File: src/rtl/sent_pkg.sv
// Shared SENT constants, TX state encoding and nibble pulse-length helper.
// Used by the transmit pulse generator and by the receive pulse/CRC checks.
package sent_pkg;

  localparam int SYNC_TICKS        = 56;
  localparam int NIBBLE_BASE_TICKS = 12;
  localparam int NIBBLES_PER_FRAME = 6;

  localparam logic [3:0] CRC_SEED = 4'b0101;
  localparam logic [3:0] CRC_POLY = 4'b1101;

  typedef enum logic [2:0] {
    TX_IDLE,
    TX_SYNC,
    TX_STATUS,
    TX_DATA,
    TX_CRC,
    TX_PAUSE
  } tx_state_t;

  function automatic logic [9:0] nibble_ticks(input logic [3:0] nib);
    return 10'(NIBBLE_BASE_TICKS) + {6'd0, nib};
  endfunction

endpackage

File: src/rtl/sent_crc4_nibble.sv
// Combinational SENT 4-bit CRC step: shifts one nibble in MSB-first.
// Shared between the transmit encoder and the receive CRC check.
module sent_crc4_nibble
  import sent_pkg::*;
(
  input  logic [3:0] crc_in,
  input  logic [3:0] nibble,
  output logic [3:0] crc_out
);

  always_comb begin
    crc_out = crc_in;
    for (int i = 3; i >= 0; i--) begin
      crc_out = {crc_out[2:0], nibble[i]} ^ (crc_out[3] ? CRC_POLY : 4'b0000);
    end
  end

endmodule

File: src/rtl/sent_tx_pulse_gen.sv
// SENT fast-channel transmitter: holding register, tick prescaler, pulse FSM
// and CRC, driving a single idle-high line with fixed-low-phase pulses.
module sent_tx_pulse_gen
  import sent_pkg::*;
#(
  parameter int unsigned CLK_PER_TICK = 3,
  parameter int unsigned LOW_TICKS    = 5,
  parameter bit          PAUSE_EN     = 1'b1,
  parameter int unsigned FRAME_TICKS  = 284
) (
  input  logic        clk_tx,
  input  logic        reset_tx,
  input  logic        frame_valid_i,
  input  logic [3:0]  status_nibble_i,
  input  logic [23:0] data_nibbles_i,
  output logic        frame_ready_o,
  output logic        data_pulse_o,
  output logic        busy_o,
  output logic        frame_done_o,
  output logic [3:0]  crc_o
);

  localparam int PRE_W = (CLK_PER_TICK > 1) ? $clog2(CLK_PER_TICK) : 1;
  localparam logic [PRE_W-1:0] PRE_LAST = PRE_W'(CLK_PER_TICK - 1);
  localparam logic [9:0] LOW_T  = 10'(LOW_TICKS);
  localparam logic [9:0] SYNC_T = 10'(SYNC_TICKS);
  // Pause absorbs whatever the nibble values did not use, keeping the frame length fixed.
  localparam logic [9:0] PAUSE_BASE =
    10'(FRAME_TICKS - SYNC_TICKS - 8 * NIBBLE_BASE_TICKS);

  tx_state_t        state_q, state_d;
  logic [PRE_W-1:0] pre_q, pre_d;
  logic [9:0]       tick_q, tick_d;
  logic [9:0]       len_q, len_d;
  logic [2:0]       nib_cnt_q, nib_cnt_d;
  logic [23:0]      data_sr_q, data_sr_d;
  logic [3:0]       status_q, status_d;
  logic             hold_full_q, hold_full_d;
  logic [3:0]       hold_status_q, hold_status_d;
  logic [23:0]      hold_data_q, hold_data_d;
  logic [3:0]       crc_q, crc_d;
  logic [6:0]       sum_q, sum_d;
  logic             data_pulse_q, data_pulse_d;
  logic             ready_q, ready_d;
  logic             busy_q, busy_d;
  logic             done_q, done_d;

  logic       tick_end;
  logic       pulse_end;
  logic       start_frame;
  logic       last_pulse;
  logic [3:0] cur_nib;
  logic [3:0] crc_upd;
  logic [3:0] crc_aug;

  assign cur_nib = data_sr_q[23:20];

  sent_crc4_nibble u_crc_upd (
    .crc_in  (crc_q),
    .nibble  (cur_nib),
    .crc_out (crc_upd)
  );

  sent_crc4_nibble u_crc_aug (
    .crc_in  (crc_upd),
    .nibble  (4'b0000),
    .crc_out (crc_aug)
  );

  // Handshake: a frame is taken on any edge with frame_valid_i && frame_ready_o;
  // ready stays low while the holding register is full and rises the cycle the
  // held frame is moved into the shift register at sync start.
  always_comb begin
    state_d       = state_q;
    pre_d         = pre_q;
    tick_d        = tick_q;
    len_d         = len_q;
    nib_cnt_d     = nib_cnt_q;
    data_sr_d     = data_sr_q;
    status_d      = status_q;
    hold_full_d   = hold_full_q;
    hold_status_d = hold_status_q;
    hold_data_d   = hold_data_q;
    crc_d         = crc_q;
    sum_d         = sum_q;
    start_frame   = 1'b0;

    tick_end  = (pre_q == PRE_LAST);
    pulse_end = tick_end && (tick_q == len_q - 10'd1);

    if (state_q != TX_IDLE) begin
      pre_d  = tick_end ? '0 : pre_q + 1'b1;
      tick_d = tick_end ? tick_q + 10'd1 : tick_q;
      if (pulse_end) begin
        tick_d = '0;
      end
    end

    case (state_q)
      TX_IDLE: begin
        pre_d       = '0;
        tick_d      = '0;
        start_frame = hold_full_q;
      end
      TX_SYNC: begin
        if (pulse_end) begin
          state_d = TX_STATUS;
          len_d   = nibble_ticks(status_q);
          sum_d   = 7'(status_q);
        end
      end
      TX_STATUS: begin
        if (pulse_end) begin
          state_d   = TX_DATA;
          len_d     = nibble_ticks(cur_nib);
          sum_d     = sum_q + 7'(cur_nib);
          data_sr_d = {data_sr_q[19:0], 4'd0};
          nib_cnt_d = '0;
          crc_d     = crc_upd;
        end
      end
      TX_DATA: begin
        if (pulse_end) begin
          if (nib_cnt_q == 3'(NIBBLES_PER_FRAME - 1)) begin
            state_d = TX_CRC;
            len_d   = nibble_ticks(crc_q);
            sum_d   = sum_q + 7'(crc_q);
          end else begin
            len_d     = nibble_ticks(cur_nib);
            sum_d     = sum_q + 7'(cur_nib);
            data_sr_d = {data_sr_q[19:0], 4'd0};
            nib_cnt_d = nib_cnt_q + 3'd1;
            // The zero augment is folded into the load of the last data nibble.
            crc_d     = (nib_cnt_q == 3'(NIBBLES_PER_FRAME - 2)) ? crc_aug : crc_upd;
          end
        end
      end
      TX_CRC: begin
        if (pulse_end) begin
          if (PAUSE_EN) begin
            state_d = TX_PAUSE;
            len_d   = PAUSE_BASE - {3'd0, sum_q};
          end else if (hold_full_q) begin
            start_frame = 1'b1;
          end else begin
            state_d = TX_IDLE;
          end
        end
      end
      TX_PAUSE: begin
        if (pulse_end) begin
          if (hold_full_q) begin
            start_frame = 1'b1;
          end else begin
            state_d = TX_IDLE;
          end
        end
      end
      default: state_d = TX_IDLE;
    endcase

    if (start_frame) begin
      state_d     = TX_SYNC;
      pre_d       = '0;
      tick_d      = '0;
      len_d       = SYNC_T;
      data_sr_d   = hold_data_q;
      status_d    = hold_status_q;
      hold_full_d = 1'b0;
      crc_d       = CRC_SEED;
      sum_d       = '0;
      nib_cnt_d   = '0;
    end

    if (frame_valid_i && ready_q) begin
      hold_full_d   = 1'b1;
      hold_status_d = status_nibble_i;
      hold_data_d   = data_nibbles_i;
    end

    last_pulse   = PAUSE_EN ? (state_d == TX_PAUSE) : (state_d == TX_CRC);
    busy_d       = (state_d != TX_IDLE);
    data_pulse_d = (state_d == TX_IDLE) || (tick_d >= LOW_T);
    ready_d      = !hold_full_d;
    done_d       = last_pulse && (tick_d == len_d - 10'd1) && (pre_d == PRE_LAST);
  end

  always_ff @(posedge clk_tx) begin
    if (reset_tx) begin
      state_q       <= TX_IDLE;
      pre_q         <= '0;
      tick_q        <= '0;
      len_q         <= SYNC_T;
      nib_cnt_q     <= '0;
      data_sr_q     <= '0;
      status_q      <= '0;
      hold_full_q   <= 1'b0;
      hold_status_q <= '0;
      hold_data_q   <= '0;
      crc_q         <= CRC_SEED;
      sum_q         <= '0;
      data_pulse_q  <= 1'b1;
      ready_q       <= 1'b1;
      busy_q        <= 1'b0;
      done_q        <= 1'b0;
    end else begin
      state_q       <= state_d;
      pre_q         <= pre_d;
      tick_q        <= tick_d;
      len_q         <= len_d;
      nib_cnt_q     <= nib_cnt_d;
      data_sr_q     <= data_sr_d;
      status_q      <= status_d;
      hold_full_q   <= hold_full_d;
      hold_status_q <= hold_status_d;
      hold_data_q   <= hold_data_d;
      crc_q         <= crc_d;
      sum_q         <= sum_d;
      data_pulse_q  <= data_pulse_d;
      ready_q       <= ready_d;
      busy_q        <= busy_d;
      done_q        <= done_d;
    end
  end

  assign frame_ready_o = ready_q;
  assign data_pulse_o  = data_pulse_q;
  assign busy_o        = busy_q;
  assign frame_done_o  = done_q;
  assign crc_o         = crc_q;

endmodule
File: config.mk
export PLATFORM = sky130hd
export DESIGN_NAME = sent_tx_pulse_gen
export DESIGN_NICKNAME = d
export VERILOG_FILES = /design/src/rtl/sent_pkg.sv /design/src/rtl/sent_crc4_nibble.sv /design/src/rtl/sent_tx_pulse_gen.sv
export SDC_FILE = /design/constraint.sdc
export NUM_CORES = 1
export LEC_CHECK = 0
export BUFFER_PORTS_ARGS = -buffer_cell sky130_fd_sc_hd__clkbuf_2
export CORE_MARGIN = 4
export CORE_UTILIZATION = 49
export DETAILED_ROUTE_END_ITERATION = 8
export GPL_TIMING_DRIVEN = 0
export HOLD_SLACK_MARGIN = 0.08
export PLACE_DENSITY = 0.66
export SLEW_MARGIN = 10
export SYNTH_ARGS = -nofsm -noshare
export SYNTH_HDL_FRONTEND = slang
export SYNTH_HIERARCHICAL = 1
export SYNTH_SLANG_ARGS = --single-unit
File: constraint.sdc
create_clock -name clk_tx -period 4.8 [get_ports clk_tx]
set_clock_uncertainty 0.15 [all_clocks]
set_input_delay 0.48 -clock clk_tx [delete_from_list [all_inputs] [get_ports clk_tx]]
set_output_delay 0.48 -clock clk_tx [all_outputs]
set_load 0.01 [all_outputs]
==> impl_metrics.csv, run 1 <==
group,metric,value,unit
finish,layout_commonest_cell,"nand2_1",
place,dp_hpwl,12100,um
worst_setup_path,cp_max_fo,10,
synth,synth_area_leaders,"dfxtp_1 (34%), nand2_1 (8.8%), xnor2_1 (5.8%)",
status,status,"complete, no violations",
route,final_antenna_net_count,0,
sta,min_period,4.62,ns
clock_tree,cts_made_buffers,9,
clock_tree,htreeDepth,3,
route,wl_per_cell,17.1,um
clock_tree,cts_tree,"yes",
clock_tree,root_buffer,"clkbuf_16",
worst_setup_path,endpoint_kind,"flop",
die,core_area,0.0116,sq mm
worst_setup_path,cpMaxStageDelayCell,"or4b_4",
sta,finalMaxSlewViolations,0,
power_and_ir_drop,power.leakage,2.46,nW
place,dp.cells,934,
global_routing,grt_pass1_vias,5383,
global_routing,grt_antenna_before_repair,0,
power_and_ir_drop,ir_worst_vdd,0.000224,V
global_routing,grt_max_degree,17,
worst_hold_path,min_path_type,"in -> reg",
worst_setup_path,critPathKind,"reg -> reg",
place,port_buffers,37,
synth,synth_edf_count,0,
sta,finalHoldViolCount,0,
route,num_vias,5632,
synth,yosysSeqAreaShare,33.9,%
worst_setup_path,critPathArrivalTime,4.76,ns
route,viasPerCell,5.90,
synth,yosysUniqueCellTypes,74,
finish,instances_no_fill,955,
worst_setup_path,crit_buf_inv,3,
die,row_count,39,
synth,async_reset_ff_share,0,%
finish,fillers,1116,
clock_tree,clock_sinks,100,
die,die_h,118,um
route,drt_iter0_drc,488,
synth,syn_inst,751,
global_routing,grt_pass1_wl,26800,um
die,fp.dieW,118,um
synth,synth_seq_cells,100,
route,drc,0,
sta,setup_violations,0,
global_routing,overflow,0,
die,start_util,50.9,%
worst_setup_path,path_cells,"inv_1, ha_1, or4b_4, or3_1, a32o_1, o21ai_4, nand2_1, clkbuf_4, a21oi_4, buf_6, nor3_1, a21oi_1, ha_2, xnor2_1, nand3_1, a21oi_1, nand2_1, a2111oi_2, o311a_1",
route,drtPass1Iterations,5,
power_and_ir_drop,powerDensity,277,mW/mm^2
synth,synth.largest_area_cell,"dfxtp_1",
synth,yosysWarnings,6,
worst_setup_path,max_stage_delay,0.51,ns
clock_tree,cts_hold_buf,0,
worst_setup_path,crit_family,"compound AO/OA/AOI/OAI gates",
clock_tree,cts.path.max_buffers,2,
global_routing,grtUsageTotal,23.4,%
finish,drive_gt1_share,10.7,%
place,gp_congestion,0.939,
route,wl,16300,um
finish,multi_input_area,0.00370,sq mm
finish,seq_area,0.00200,sq mm
worst_setup_path,worst_setup_path_start_kind,"flop",
synth,netlist_area,0.00591,sq mm
finish,num_antenna_cells,0,
synth,synth_top_area_share,33.9,%
finish,final_cell_mix,"nand2_1 (138), dfxtp_1 (99), nor2_1 (76)",
clock_tree,clkTransAtPathRegs,0.07,ns
sta,post-route-period-util,96.2,%
finish,fin_nets,858,
synth,synth_area_per_cell,7.86,sq um
die,die_area,0.0139,sq mm
sta,timing.hold.ws,0.191,ns
sta,clock.fmax,0.216,GHz
synth,synth_ff_type,"dfxtp_1",
clock_tree,clock_latency,0.35,ns
sta,worst_pin_slew,1.14,ns
power_and_ir_drop,power,0.00185,W
sta,slew_headroom,23.2,%
worst_setup_path,critPathRequiredTime,4.94,ns
finish,area_growth,13.1,%
die,ioPinCount,39,
run,maxCapViolCount,0,
[metrics by stage]
stage          utilization [%]  instance area (sq um)  TNS (ns)  setup slack [ns]
2_1_floorplan                -                   5920         0             0.361
3_3_place_gp              54.1                   6280    -0.440            -0.440
3_5_place_dp              54.1                   6280    -0.576            -0.576
4_1_cts                   57.1                   6630         0            0.0565
5_1_grt                   57.5                   6680   -0.0311           -0.0311
6_report                  57.5                   6680         0             0.180
[kinds of logic (layout without fill, tap and decap cells)]
kind of cell	Yosys count	count (layout)	synth area share [%]
other	1	4	0.0635
AO/OA/AOI/OAI	170	170	20.6
buffers and inverters	67	125	4.45
adder cells (fa/ha/maj)	20	20	4.49
XOR/XNOR	61	61	9.28
flip-flops	100	100	33.9
AND/OR/NAND/NOR	321	321	25.4
multiplexers	11	11	1.86
[layer usage]
layer  part of all wire [%]  global-route usage [%]  up-vias
met5                      0                       0        -
met4                    1.8                    8.79        0
met3                    7.0                    4.85       27
met2                     45                    36.5      182
met1                     46                    31.9     2661
li1                       -                       -     2762
[synthesized netlist by cell type (all sizes together) (5+ instances only)]
library cell and count:
dfxtp 100, nor4 8, inv 16, nand4 8
and3 7, nor3 19, nand2b 6, xnor2 39
a21o 7, or3 6, nor2b 9, xor2 21
mux2i 11, nor4b 6, a31oi 5, ha 18
a21oi 65, a22oi 7, nand2 138, buf 6
nand3 15, o21ai 12, nor2 78, a211oi 9
a311oi 21, clkbuf 45, nand3b 6
[cell type report]
| cell class | count | share of cell area (%) |
|---|---|---|
| well taps | 143 | 2.68 |
| clock inverters | 4 | 0.824 |
| multi-input cells | 587 | 55.4 |
| repair buffers | 42 | 3.33 |
| clock buffers | 12 | 3.69 |
| flip-flops and latches | 100 | 30.0 |
| inverters | 16 | 0.899 |
| plain buffers | 51 | 3.20 |
[flip-flops by register name (all words and copies together), names as in the netlist, 2 cells and up]
signal,count
data_sr_q,24
hold_data_q,24
len_q,10
tick_q,10
sum_q,7
crc_o,4
hold_status_q,4
status_q,4
nib_cnt_q,3
state_q,3
pre_q,2
[final timing paths]
kind | start | to | slack (ns) | depth (start not counted)
worst min register to register | pre_q[0] | pre_q[0] | 0.29 | 1
worst max-delay path | len_q[1] | frame_done_o | 0.18 | 19
worst max register to register | len_q[1] | frame_done_o | 0.18 | 19
worst min-delay path | data_nibbles_i[10] | hold_data_q[10] | 0.19 | 3
[power by group]
part	internal (W)	switching [W]
Sequential	0.000865	0.0000241
Clock	0.000423	0.000331
Combinational	0.0000753	0.000130
Total	0.00136	0.000485
[tightest hold or removal path: cells and delay by family]
kind / cells / cell delay, ns
AO/OA/AOI/OAI: 1 / 0.05
buffers and inverters: 1 / 0.08
AND/OR/NAND/NOR: 1 / 0.04
[repair_timing]
item                                   CTS  global route
pin swaps                                1             3
buffers inserted                         1             4
endpoints found under the hold margin    0             0
setup endpoints to repair                1             1
resized for setup                        9             8
Power figures use the tool's default switching activity.
==> inputs of run 2 (changes only) <==
Settings changed: PLACE_DENSITY 0.66 to 0.64.
Clock period 4.8 ns to 5.2 ns, I/O delays scaled along.
==> impl_metrics.csv, run 2 (synthesized netlist as in run 1, its figures left out) <==
group,metric,value,unit
worst_setup_path,critPathArrivalTime,4.98,ns
place,dp.cells,934,
clock_tree,cts_made_buffers,9,
worst_setup_path,endpoint_kind,"flop",
power_and_ir_drop,p_switching,0.000460,W
power_and_ir_drop,ir_worst_vdd,0.000275,V
power_and_ir_drop,combPwrFrac,10.8,%
power_and_ir_drop,clkPwrFrac,41.5,%
die,fp.dieW,118,um
power_and_ir_drop,netSwitchingFraction,26.7,%
global_routing,grt_max_degree,19,
route,final_antenna_net_count,0,
route,num_vias,5604,
worst_setup_path,worst_setup_path_start_kind,"flop",
sta,min_period,4.83,ns
route,drtPass1Iterations,7,
route,drc,0,
global_routing,overflow,0,
worst_setup_path,cpMaxStageDelayCell,"nor3_1",
worst_setup_path,cp_max_fo,10,
clock_tree,cts_tree,"yes",
die,die_h,118,um
sta,post-route-period-util,92.8,%
sta,clock.fmax,0.207,GHz
power_and_ir_drop,intPower,0.00126,W
die,row_count,39,
die,die_area,0.0139,sq mm
route,wl,16200,um
sta,finalMaxSlewViolations,0,
finish,final_cell_mix,"nand2_1 (138), dfxtp_1 (100), nor2_1 (77)",
status,status,"complete, no violations",
worst_setup_path,cp.depth,16,
sta,setup_violations,0,
sta,finalHoldViolCount,0,
clock_tree,root_buffer,"clkbuf_16",
route,drt_iter0_drc,402,
worst_hold_path,hold-path-cell-count,3,
place,gp_congestion,0.984,
clock_tree,htreeDepth,3,
worst_setup_path,critPathRequiredTime,5.35,ns
power_and_ir_drop,powerDensity,258,mW/mm^2
worst_setup_path,critPathKind,"reg -> reg",
finish,final_util,57.4,%
sta,slew_headroom,30.3,%
run,maxCapViolCount,0,
route,wl_met2,7300,um
place,port_buffers,37,
worst_setup_path,crit_buf_inv,2,
worst_hold_path,min_path_type,"in -> reg",
finish,instances_no_fill,954,
route,routed.top_layer,"met4",
finish,layout_commonest_cell,"nand2_1",
die,ioPinCount,39,
clock_tree,cts.path.max_buffers,2,
place,dp_hpwl,12100,um
die,start_util,50.9,%
power_and_ir_drop,pwr-share-seq,47.7,%
worst_setup_path,r2r_cells,16,
worst_setup_path,path_cells,"nor3_1, nand4_1, o22ai_1, o2111a_1, nand2_1, buf_2, a21oi_4, buf_4, nor3_1, a21oi_1, ha_1, nand4_1, nor4b_2, o311ai_1, a2111oi_2, o311a_1",
power_and_ir_drop,power,0.00172,W
power_and_ir_drop,power.leakage,2.47,nW
clock_tree,cts_hold_buf,0,
route,wl_met1,7520,um
clock_tree,clkTransAtPathRegs,0.08,ns
route,wl_per_cell,17.0,um
finish,area_growth,12.9,%
global_routing,grt_antenna_before_repair,0,
place,dp_slack,-0.236,ns
global_routing,grt_pass1_vias,5368,
global_routing,grt_pass1_wl,26800,um
global_routing,grtUsageTotal,23.4,%
finish,drive_gt1_share,10.1,%
finish,num_antenna_cells,0,
worst_setup_path,crit_family,"compound AO/OA/AOI/OAI gates",
worst_setup_path,max_stage_delay,0.70,ns
finish,fin_nets,857,
route,viasPerCell,5.87,
clock_tree,clock_sinks,100,
sta,setup_ws,0.372,ns
die,core_area,0.0116,sq mm
route,wl_met3,1030,um
finish,reg_top3,"data_sr_q (24), hold_data_q (24)",
clock_tree,clock_latency,0.36,ns
sta,worst_pin_slew,1.03,ns
[run 2: worst reg2reg max path, delay by kind of cell (launching register included)]
family,cells,cell delay (ns)
AO/OA/AOI/OAI,7,2.02
adder cells (fa/ha/maj),1,0.24
buffers and inverters,2,0.45
flip-flops,1,0.39
AND/OR/NAND/NOR,6,1.51
[run 2: worst paths after layout]
| kind | slack (ns) | endpoint | startpoint |
|---|---|---|---|
| setup reg to reg | 0.37 | frame_done_o | len_q[0] |
| hold / removal | 0.23 | hold_status_q[1] | status_nibble_i[1] |
| hold reg to reg | 0.30 | pre_q[0] | pre_q[0] |
| setup / recovery | 0.37 | frame_done_o | len_q[0] |
[run 2: routing by layer]
metal | vias up | global-route usage [%]
met5 | - | 0
met4 | 0 | 7.99
met3 | 34 | 5.67
met2 | 159 | 36.6
met1 | 2650 | 31.8
li1 | 2761 | -
[run 2: cell type report]
| cell class | instances | area [sq um] |
|---|---|---|
| timing repair buffer | 41 | 215 |
| clock inverter | 6 | 81.3 |
| multi-input combinational | 587 | 3680 |
| inverter | 16 | 60.1 |
| buffer | 51 | 208 |
| tap | 143 | 179 |
| clock buffer | 10 | 239 |
| fill | 1119 | 4950 |
| sequential | 100 | 2000 |
[run 2: power groups by stage]
stage	logic, W	registers, W	clock network, W
2_1_floorplan	0.000130	0.000832	0
3_3_place_gp	0.000177	0.000838	0
3_5_place_dp	0.000183	0.000839	0
4_1_cts	0.000185	0.000821	0.000726
5_1_grt	0.000208	0.000826	0.000753
6_report	0.000186	0.000821	0.000715
[run 2: repair_timing]
action,CTS,global route
pin swaps,0,1
endpoints found under the hold margin,0,0
setup endpoints to repair,1,1
gates resized for setup,3,9
buffers inserted,0,4
[run 2: per-stage QoR]
step | hold WS (ns) | setup TNS [ns] | area [sq um]
global route | 0.235 | -0.0222 | 6670
finish | 0.225 | 0 | 6670
global placement | 0.278 | -0.0802 | 6280
detailed placement | 0.293 | -0.236 | 6280
floorplan | 0.266 | 0 | 5920
CTS | 0.218 | 0 | 6610
